File: src/rtl/rf_ctrl_pkg.sv
// Shared constants for the register-file / ALU controllers (multiplier and
// Fibonacci): ALU opcodes, register indices and the multiplier state encoding.
package rf_ctrl_pkg;

    // ALU opcodes
    localparam logic [2:0] OP_PASS = 3'b000;  // out = operand A
    localparam logic [2:0] OP_ADD  = 3'b001;  // out = A + B
    localparam logic [2:0] OP_SUB  = 3'b010;  // out = A - B
    localparam logic [2:0] OP_DEC  = 3'b011;  // out = A - 1
    localparam logic [2:0] OP_ZERO = 3'b100;  // out = 0

    // Register indices
    localparam logic [1:0] REG_A = 2'd0;      // multiplicand
    localparam logic [1:0] REG_B = 2'd1;      // multiplier, counts down
    localparam logic [1:0] REG_P = 2'd2;      // product accumulator

    // Multiplier controller states, binary, IDLE = 0
    typedef enum logic [2:0] {
        ST_IDLE    = 3'd0,
        ST_LOAD_A  = 3'd1,
        ST_LOAD_B  = 3'd2,
        ST_CLR_P   = 3'd3,
        ST_CHECK_B = 3'd4,
        ST_ADD     = 3'd5,
        ST_DEC     = 3'd6,
        ST_DONE    = 3'd7
    } mult_state_e;

endpackage

File: src/rtl/mult_seq_fsm_if.sv
// Control interface between a sequencing controller and the shared
// register file / ALU datapath.
interface mult_seq_fsm_if #(
    parameter int SIZE = 3
);
    logic            Start;
    logic            zero_flag;
    logic [SIZE-2:0] wrt_addr;
    logic            wrt_en;
    logic            load_data;
    logic [SIZE-2:0] rd_addr1;
    logic [SIZE-2:0] rd_addr2;
    logic [SIZE-1:0] alu_opcode;
    logic            Done;
    logic            overflow;

    // controller side
    modport master (
        input  Start,
        input  zero_flag,
        output wrt_addr,
        output wrt_en,
        output load_data,
        output rd_addr1,
        output rd_addr2,
        output alu_opcode,
        output Done,
        output overflow
    );

    // datapath / requester side
    modport slave (
        output Start,
        output zero_flag,
        input  wrt_addr,
        input  wrt_en,
        input  load_data,
        input  rd_addr1,
        input  rd_addr2,
        input  alu_opcode,
        input  Done,
        input  overflow
    );
endinterface

File: src/rtl/mult_seq_fsm_iter_limit_cnt.sv
// Iteration counter for the multiplier loop: cleared before the loop,
// bumped once per ADD, flags when MAX_ITER additions have been done.
module iter_limit_cnt #(
    parameter int MAX_ITER = 15
) (
    input  logic clk,
    input  logic rst,
    input  logic clr,
    input  logic inc,
    output logic hit
);
    localparam int CW = (MAX_ITER < 1) ? 1 : $clog2(MAX_ITER + 1);
    localparam logic [CW-1:0] LIMIT = CW'(MAX_ITER);

    logic [CW-1:0] cnt_q;

    // count ADDs; saturate at the limit so the compare can never wrap
    always_ff @(posedge clk or posedge rst) begin
        if (rst) begin
            cnt_q <= '0;
        end else if (clr) begin
            cnt_q <= '0;
        end else if (inc && (cnt_q != LIMIT)) begin
            cnt_q <= cnt_q + 1'b1;
        end
    end

    // terminal-count compare
    always_comb begin
        hit = (cnt_q == LIMIT);
    end
endmodule

File: src/rtl/mult_seq_fsm.sv
// Multiply-by-repeated-addition controller: drives the shared 4-entry
// register file and ALU to compute R2 = R0 * R1.
// Optional build macro ITER_LIMIT_EN caps the loop at MAX_ITER additions
// and reports the cap on overflow.
//
// state    | meaning
// ---------+-----------------------------------------------
// IDLE     | waiting for Start
// LOAD_A   | write external bus into R0 (multiplicand)
// LOAD_B   | write external bus into R1 (multiplier)
// CLR_P    | R2 <= 0
// CHECK_B  | pass R1 through ALU, B == 0 ends immediately
// ADD      | R2 <= R2 + R0
// DEC      | R1 <= R1 - 1, loop again unless it reached 0
// DONE     | result in R2 shown on ALU output, wait Start low
module mult_seq_fsm
    import rf_ctrl_pkg::*;
#(
    parameter int SIZE     = 3,
    parameter int MAX_ITER = 15
) (
    input  logic           Clk,
    input  logic           Rst,
    mult_seq_fsm_if.master bus
);
    localparam int AW = SIZE - 1;

    mult_state_e state_q;
    mult_state_e state_d;
    logic        iter_hit;

    logic [AW-1:0]   wrt_addr;
    logic            wrt_en;
    logic            load_data;
    logic [AW-1:0]   rd_addr1;
    logic [AW-1:0]   rd_addr2;
    logic [SIZE-1:0] alu_opcode;
    logic            done;
    logic            overflow;

`ifdef ITER_LIMIT_EN
    logic ovf_q;

    iter_limit_cnt #(
        .MAX_ITER (MAX_ITER)
    ) u_iter_limit_cnt (
        .clk (Clk),
        .rst (Rst),
        .clr (state_q == ST_CLR_P),
        .inc (state_q == ST_ADD),
        .hit (iter_hit)
    );

    // remember that DONE was reached through the iteration cap
    always_ff @(posedge Clk or posedge Rst) begin
        if (Rst) begin
            ovf_q <= 1'b0;
        end else if (state_q == ST_DEC) begin
            ovf_q <= iter_hit && !bus.zero_flag;
        end else if (state_q != ST_DONE) begin
            ovf_q <= 1'b0;
        end
    end

    // overflow is only meaningful while the result is presented
    always_comb begin
        overflow = ovf_q && (state_q == ST_DONE);
    end
`else
    // no cap: the loop always runs until B reaches zero
    always_comb begin
        iter_hit = 1'b0;
        overflow = 1'b0;
    end
`endif

    // state register
    always_ff @(posedge Clk or posedge Rst) begin
        if (Rst) begin
            state_q <= ST_IDLE;
        end else begin
            state_q <= state_d;
        end
    end

    // next-state decode; zero_flag only matters in CHECK_B and DEC
    always_comb begin
        state_d = ST_IDLE;
        case (state_q)
            ST_IDLE:    state_d = bus.Start ? ST_LOAD_A : ST_IDLE;
            ST_LOAD_A:  state_d = ST_LOAD_B;
            ST_LOAD_B:  state_d = ST_CLR_P;
            ST_CLR_P:   state_d = ST_CHECK_B;
            ST_CHECK_B: state_d = bus.zero_flag ? ST_DONE : ST_ADD;
            ST_ADD:     state_d = ST_DEC;
            ST_DEC: begin
                if (bus.zero_flag || iter_hit) begin
                    state_d = ST_DONE;
                end else begin
                    state_d = ST_ADD;
                end
            end
            ST_DONE:    state_d = bus.Start ? ST_DONE : ST_IDLE;
            default:    state_d = ST_IDLE;
        endcase
    end

    // Moore output decode from the state register alone
    always_comb begin
        wrt_addr   = '0;
        wrt_en     = 1'b0;
        load_data  = 1'b0;
        rd_addr1   = '0;
        rd_addr2   = '0;
        alu_opcode = '0;
        done       = 1'b0;
        case (state_q)
            ST_LOAD_A: begin
                load_data = 1'b1;
                wrt_en    = 1'b1;
                wrt_addr  = AW'(REG_A);
            end
            ST_LOAD_B: begin
                load_data = 1'b1;
                wrt_en    = 1'b1;
                wrt_addr  = AW'(REG_B);
            end
            ST_CLR_P: begin
                alu_opcode = SIZE'(OP_ZERO);
                wrt_en     = 1'b1;
                wrt_addr   = AW'(REG_P);
            end
            ST_CHECK_B: begin
                rd_addr1   = AW'(REG_B);
                alu_opcode = SIZE'(OP_PASS);
            end
            ST_ADD: begin
                rd_addr1   = AW'(REG_P);
                rd_addr2   = AW'(REG_A);
                alu_opcode = SIZE'(OP_ADD);
                wrt_en     = 1'b1;
                wrt_addr   = AW'(REG_P);
            end
            ST_DEC: begin
                rd_addr1   = AW'(REG_B);
                alu_opcode = SIZE'(OP_DEC);
                wrt_en     = 1'b1;
                wrt_addr   = AW'(REG_B);
            end
            ST_DONE: begin
                done       = 1'b1;
                rd_addr1   = AW'(REG_P);
                alu_opcode = SIZE'(OP_PASS);
            end
            default: begin
            end
        endcase
    end

    // drive the interface
    always_comb begin
        bus.wrt_addr   = wrt_addr;
        bus.wrt_en     = wrt_en;
        bus.load_data  = load_data;
        bus.rd_addr1   = rd_addr1;
        bus.rd_addr2   = rd_addr2;
        bus.alu_opcode = alu_opcode;
        bus.Done       = done;
        bus.overflow   = overflow;
    end
endmodule

File: src/flat_wrapper.sv
// flat-port wrapper written by rule: the top's interface ports become plain ports
module mult_seq_fsm_flat import rf_ctrl_pkg::*;
#(
    parameter int SIZE     = 3,
    parameter int MAX_ITER = 15
)
  (Clk, Rst, bus_Start, bus_zero_flag, bus_wrt_addr, bus_wrt_en, bus_load_data, bus_rd_addr1, bus_rd_addr2, bus_alu_opcode, bus_Done, bus_overflow);
  mult_seq_fsm_if #(.SIZE(SIZE)) bus_i ();
  input  logic Clk;
  input  logic Rst;
  input wire logic [$bits(bus_i.Start)-1:0] bus_Start;
  input wire logic [$bits(bus_i.zero_flag)-1:0] bus_zero_flag;
  output wire logic [$bits(bus_i.wrt_addr)-1:0] bus_wrt_addr;
  output wire logic [$bits(bus_i.wrt_en)-1:0] bus_wrt_en;
  output wire logic [$bits(bus_i.load_data)-1:0] bus_load_data;
  output wire logic [$bits(bus_i.rd_addr1)-1:0] bus_rd_addr1;
  output wire logic [$bits(bus_i.rd_addr2)-1:0] bus_rd_addr2;
  output wire logic [$bits(bus_i.alu_opcode)-1:0] bus_alu_opcode;
  output wire logic [$bits(bus_i.Done)-1:0] bus_Done;
  output wire logic [$bits(bus_i.overflow)-1:0] bus_overflow;
  assign bus_i.Start = bus_Start;
  assign bus_i.zero_flag = bus_zero_flag;
  assign bus_wrt_addr = bus_i.wrt_addr;
  assign bus_wrt_en = bus_i.wrt_en;
  assign bus_load_data = bus_i.load_data;
  assign bus_rd_addr1 = bus_i.rd_addr1;
  assign bus_rd_addr2 = bus_i.rd_addr2;
  assign bus_alu_opcode = bus_i.alu_opcode;
  assign bus_Done = bus_i.Done;
  assign bus_overflow = bus_i.overflow;
  mult_seq_fsm #(.SIZE(SIZE), .MAX_ITER(MAX_ITER)) u_core (.Clk(Clk), .Rst(Rst), .bus(bus_i));
endmodule
File: config.mk
export PLATFORM = sky130hd
export DESIGN_NAME = mult_seq_fsm_flat
export DESIGN_NICKNAME = d
export VERILOG_FILES = /design/src/rtl/rf_ctrl_pkg.sv /design/src/rtl/mult_seq_fsm_if.sv /design/src/rtl/mult_seq_fsm_iter_limit_cnt.sv /design/src/rtl/mult_seq_fsm.sv /design/src/flat_wrapper.sv
export SDC_FILE = /design/constraint.sdc
export NUM_CORES = 1
export LEC_CHECK = 0
export BUFFER_PORTS_ARGS = -buffer_cell sky130_fd_sc_hd__buf_4
export CORE_AREA = 4 4 41 43
export CTS_CLUSTER_DIAMETER = 60
export DETAILED_ROUTE_END_ITERATION = 7
export DIE_AREA = 0 0 45 47
export MAX_ROUTING_LAYER = met4
export SLEW_MARGIN = 20
export SYNTH_ARGS = -nofsm -noshare
export SYNTH_HDL_FRONTEND = slang
export SYNTH_SLANG_ARGS = --single-unit
File: constraint.sdc
create_clock -name Clk -period 1.44 [get_ports Clk]
set_input_delay 0.432 -clock Clk [delete_from_list [all_inputs] [get_ports Clk]]
set_output_delay 0.432 -clock Clk [all_outputs]
set_load 0.1 [all_outputs]
==> key figures <==
Die
  • Count of pins on the block boundary: 17
  • Placeable core region: 1300 µm²
  • Floorplan die width: 45 µm
  • Std-Cell Rows: 13
  • Vert. Die Dim: 47 µm
  • Die area: 2120 µm²
  • Starting utilization of the core area: 21.8%

STA
  • Period minus WS final: 1.68 ns
  • Setup ws final: -0.238 ns
  • Final Max Slew Viols: 0
  • RSZ-0062 raised after global routing: true
  • Final setup fails: 10
  • Max Clock Skew: 0.00553 ns
  • Tcrit/Tclk final: 117%
  • Highest Clock Rate: 596 MHz
  • Final Hold Vio Count: 0

Placed design
  • Count of input and output buffers: 13
  • Placement Cell Area: 484 µm²
  • Setup Slack @ Placement: -0.0953 ns
  • GP Congestion: 0.799
  • Post-DP HPWL: 511 µm

Setup path
  • CP Data Required Time: 1.01 ns
  • Slowest cell on the critical path: sky130_fd_sc_hd__dfrtp_2
  • Worst path most repeated cell: sky130_fd_sc_hd__buf_12
  • Highest cell delay on the worst timing path: 0.43 ns
  • Buffering stage count on the worst path with inverters included: 2
  • Nature of the critical path startpoint: flop
  • Source of the critical timing path: u_core.state_q[0]
  • Critical Setup Path Class: reg2out
  • Ordered cell list for the critical path: buf_12 > and3_4 > nor2_4 > buf_12
  • Family of cells with the greatest summed delay on the critical path: flip-flops
  • CP max FO: 7
  • Data arrival, critical path: 1.25 ns
  • Worst reg2reg startpoint: u_core.state_q[0]
  • Endpoint type of the worst setup path: output port

Cells and area
  • Final core occ: 49.6%
  • Largest register FFs: 3
  • Fin nets: 63
  • Finished layout cell area: 646 µm²
  • Proportion of layout cells with a drive suffix above 1: 72.4%
  • Top flop regs: u_core.state_q x3
  • Register containing the most flip-flops in the final layout: u_core.state_q
  • Diode count: 0
  • Layout overhead on the synthesized area: 127%

CTS
  • Clock root buffer: sky130_fd_sc_hd__clkbuf_4
  • Bufs on Longest Clock Path: 2
  • Clock latency at the later pin of the worst-skew pair: 0.24 ns
  • Number of clock sinks seen by CTS: 3
  • CTS tree: yes
  • H-tree depth: 1
  • Clock transition at the registers of the reported paths: 0.04 ns
  • Hold-fix buffers, CTS: 0
  • Inserted Clock Buffers: 3

Logic synthesis
  • Number of enable-type register cells in the synthesized netlist: 0
  • Cells after Synth: 35
  • Fraction of post-synthesis cell area in the top cell type by area: 26.4%
  • Leading cell type by number of instances after synthesis: sky130_fd_sc_hd__nor2_1
  • Most used flip-flop cell after synthesis: sky130_fd_sc_hd__dfrtp_1
  • Synth async-reset ratio: 100%
  • Flip-flop and latch count after synthesis: 3
  • Post-synthesis cell area: 284 µm²
  • Sequential area share after synthesis: 26.4%
  • Average instance area after synthesis: 8.11 µm²
  • Yosys synthesis warning count: 0
  • Top area cells in the synthesized netlist: sky130_fd_sc_hd__dfrtp_1 26%, sky130_fd_sc_hd__buf_4 11%, sky130_fd_sc_hd__and2_1 6.6%, sky130_fd_sc_hd__nor2_1 6.6%, sky130_fd_sc_hd__xor2_1 6.2%
  • Commonest cells post-synth: 5 x sky130_fd_sc_hd__nor2_1, 4 x sky130_fd_sc_hd__buf_4, 3 x sky130_fd_sc_hd__and2_1, 3 x sky130_fd_sc_hd__dfrtp_1
  • Cell type with the highest aggregate area in the netlist: sky130_fd_sc_hd__dfrtp_1
  • Distinct cells, synth: 21

GRT
  • First-pass GRT wire length: 1200 µm
  • GRT overflow: 0
  • Maximum number of pins on one net before global-route repair: 8
  • Via count of the first global-routing pass: 290
  • Global Route Usage Sum: 8.75%
  • Antenna violations before repair: 0

Detailed routing
  • Number of antenna-violating nets in the routed design: 0
  • Post-Route WL: 662 µm
  • Remaining routing DRC violations: 0
  • Average wire per cell in the routed design: 9.07 µm
  • Initial DRC Count: 0
  • Via density: 3.97
  • Via count: 290
  • Detailed Routing Iterations Pass 1: 1

Run
  • Count of max-cap constraint violations: 0

Worst hold path
  • Worst min path class: in2async

Status
  • Violated checks: negative setup slack
  • Outcome: finished with violations
## cell usage in the layout (no fill, tap or decap), types with 2 or more instances in the layout
master	synthesis	layout
sky130_fd_sc_hd__buf_4	4	12
sky130_fd_sc_hd__buf_12	0	10
sky130_fd_sc_hd__conb_1	1	3
sky130_fd_sc_hd__nor2_4	0	3
sky130_fd_sc_hd__nor2_1	5	2
sky130_fd_sc_hd__and2_4	0	4
sky130_fd_sc_hd__dfrtp_2	0	3
sky130_fd_sc_hd__clkbuf_4	0	3
## cells by family (layout without fill, tap and decap cells)
| group | after synthesis | in the layout | share of synthesized area (%) |
|---|---|---|---|
| AO/OA/AOI/OAI | 4 | 4 | 9.25 |
| XOR/XNOR | 2 | 2 | 6.17 |
| buffers and inverters | 8 | 29 | 18.9 |
| flip-flops | 3 | 3 | 26.4 |
| multiplexers | 1 | 1 | 3.52 |
| other | 1 | 3 | 1.32 |
| AND/OR/NAND/NOR | 16 | 16 | 34.4 |
## per-stage QoR
step                      std cells  TNS (ns)  hold WS [ns]
after floorplan                  37     -1.13         0.186
after global placement           68    -0.371         0.310
after detailed placement         68    -0.443         0.315
after CTS                        73     -1.98        0.0610
after global routing             73     -2.57        0.0572
final                            73     -1.86        0.0584
## cell type report
cell class	count	area [µm²]
well taps	15	18.8
multi-input cells	26	213
inverters	2	7.51
fillers	128	656
flip-flops and latches	3	78.8
repair buffers	23	302
clock buffers	4	26.3
## worst register-to-register path, stage by stage (launching register included)
cell and delay, ns:
sky130_fd_sc_hd__dfrtp_2 0.43, sky130_fd_sc_hd__buf_12 0.14, sky130_fd_sc_hd__buf_4 0.12, sky130_fd_sc_hd__buf_4 0.14, sky130_fd_sc_hd__or3b_1 0.34, sky130_fd_sc_hd__o211ai_1 0.10
## routing by layer
| layer | routed length [µm] | GRT usage [%] | share of wire, % |
|---|---|---|---|
| met2 | 329 | 11.6 | 50 |
| met5 | 0 | - | 0 |
| met3 | 77 | 6.90 | 12 |
| met1 | 255 | 9.61 | 39 |
| met4 | 0 | 3.51 | 0 |
## final timing paths
path / to / slack, ns / cells after the start
max: bus_wrt_en / -0.24 / 4
min: u_core.state_q[1] / 0.06 / 2
max reg2reg: u_core.state_q[1] / 0.07 / 5
min reg2reg: u_core.state_q[2] / 0.74 / 2
max in group asynchronous: u_core.state_q[0] / 1.23 / 2
min in group Clk: u_core.state_q[0] / 0.49 / 3
## repair_timing
action / 4_1_cts / 5_1_grt
setup buffers: 1 / 0
pin swaps: 3 / 4
gates resized for setup: 31 / 2
endpoints found under the setup margin: 10 / 10
Power is left out: the tool's default activity adds up to more than one toggle a clock period on the data nets, which glitch-free logic cannot reach.
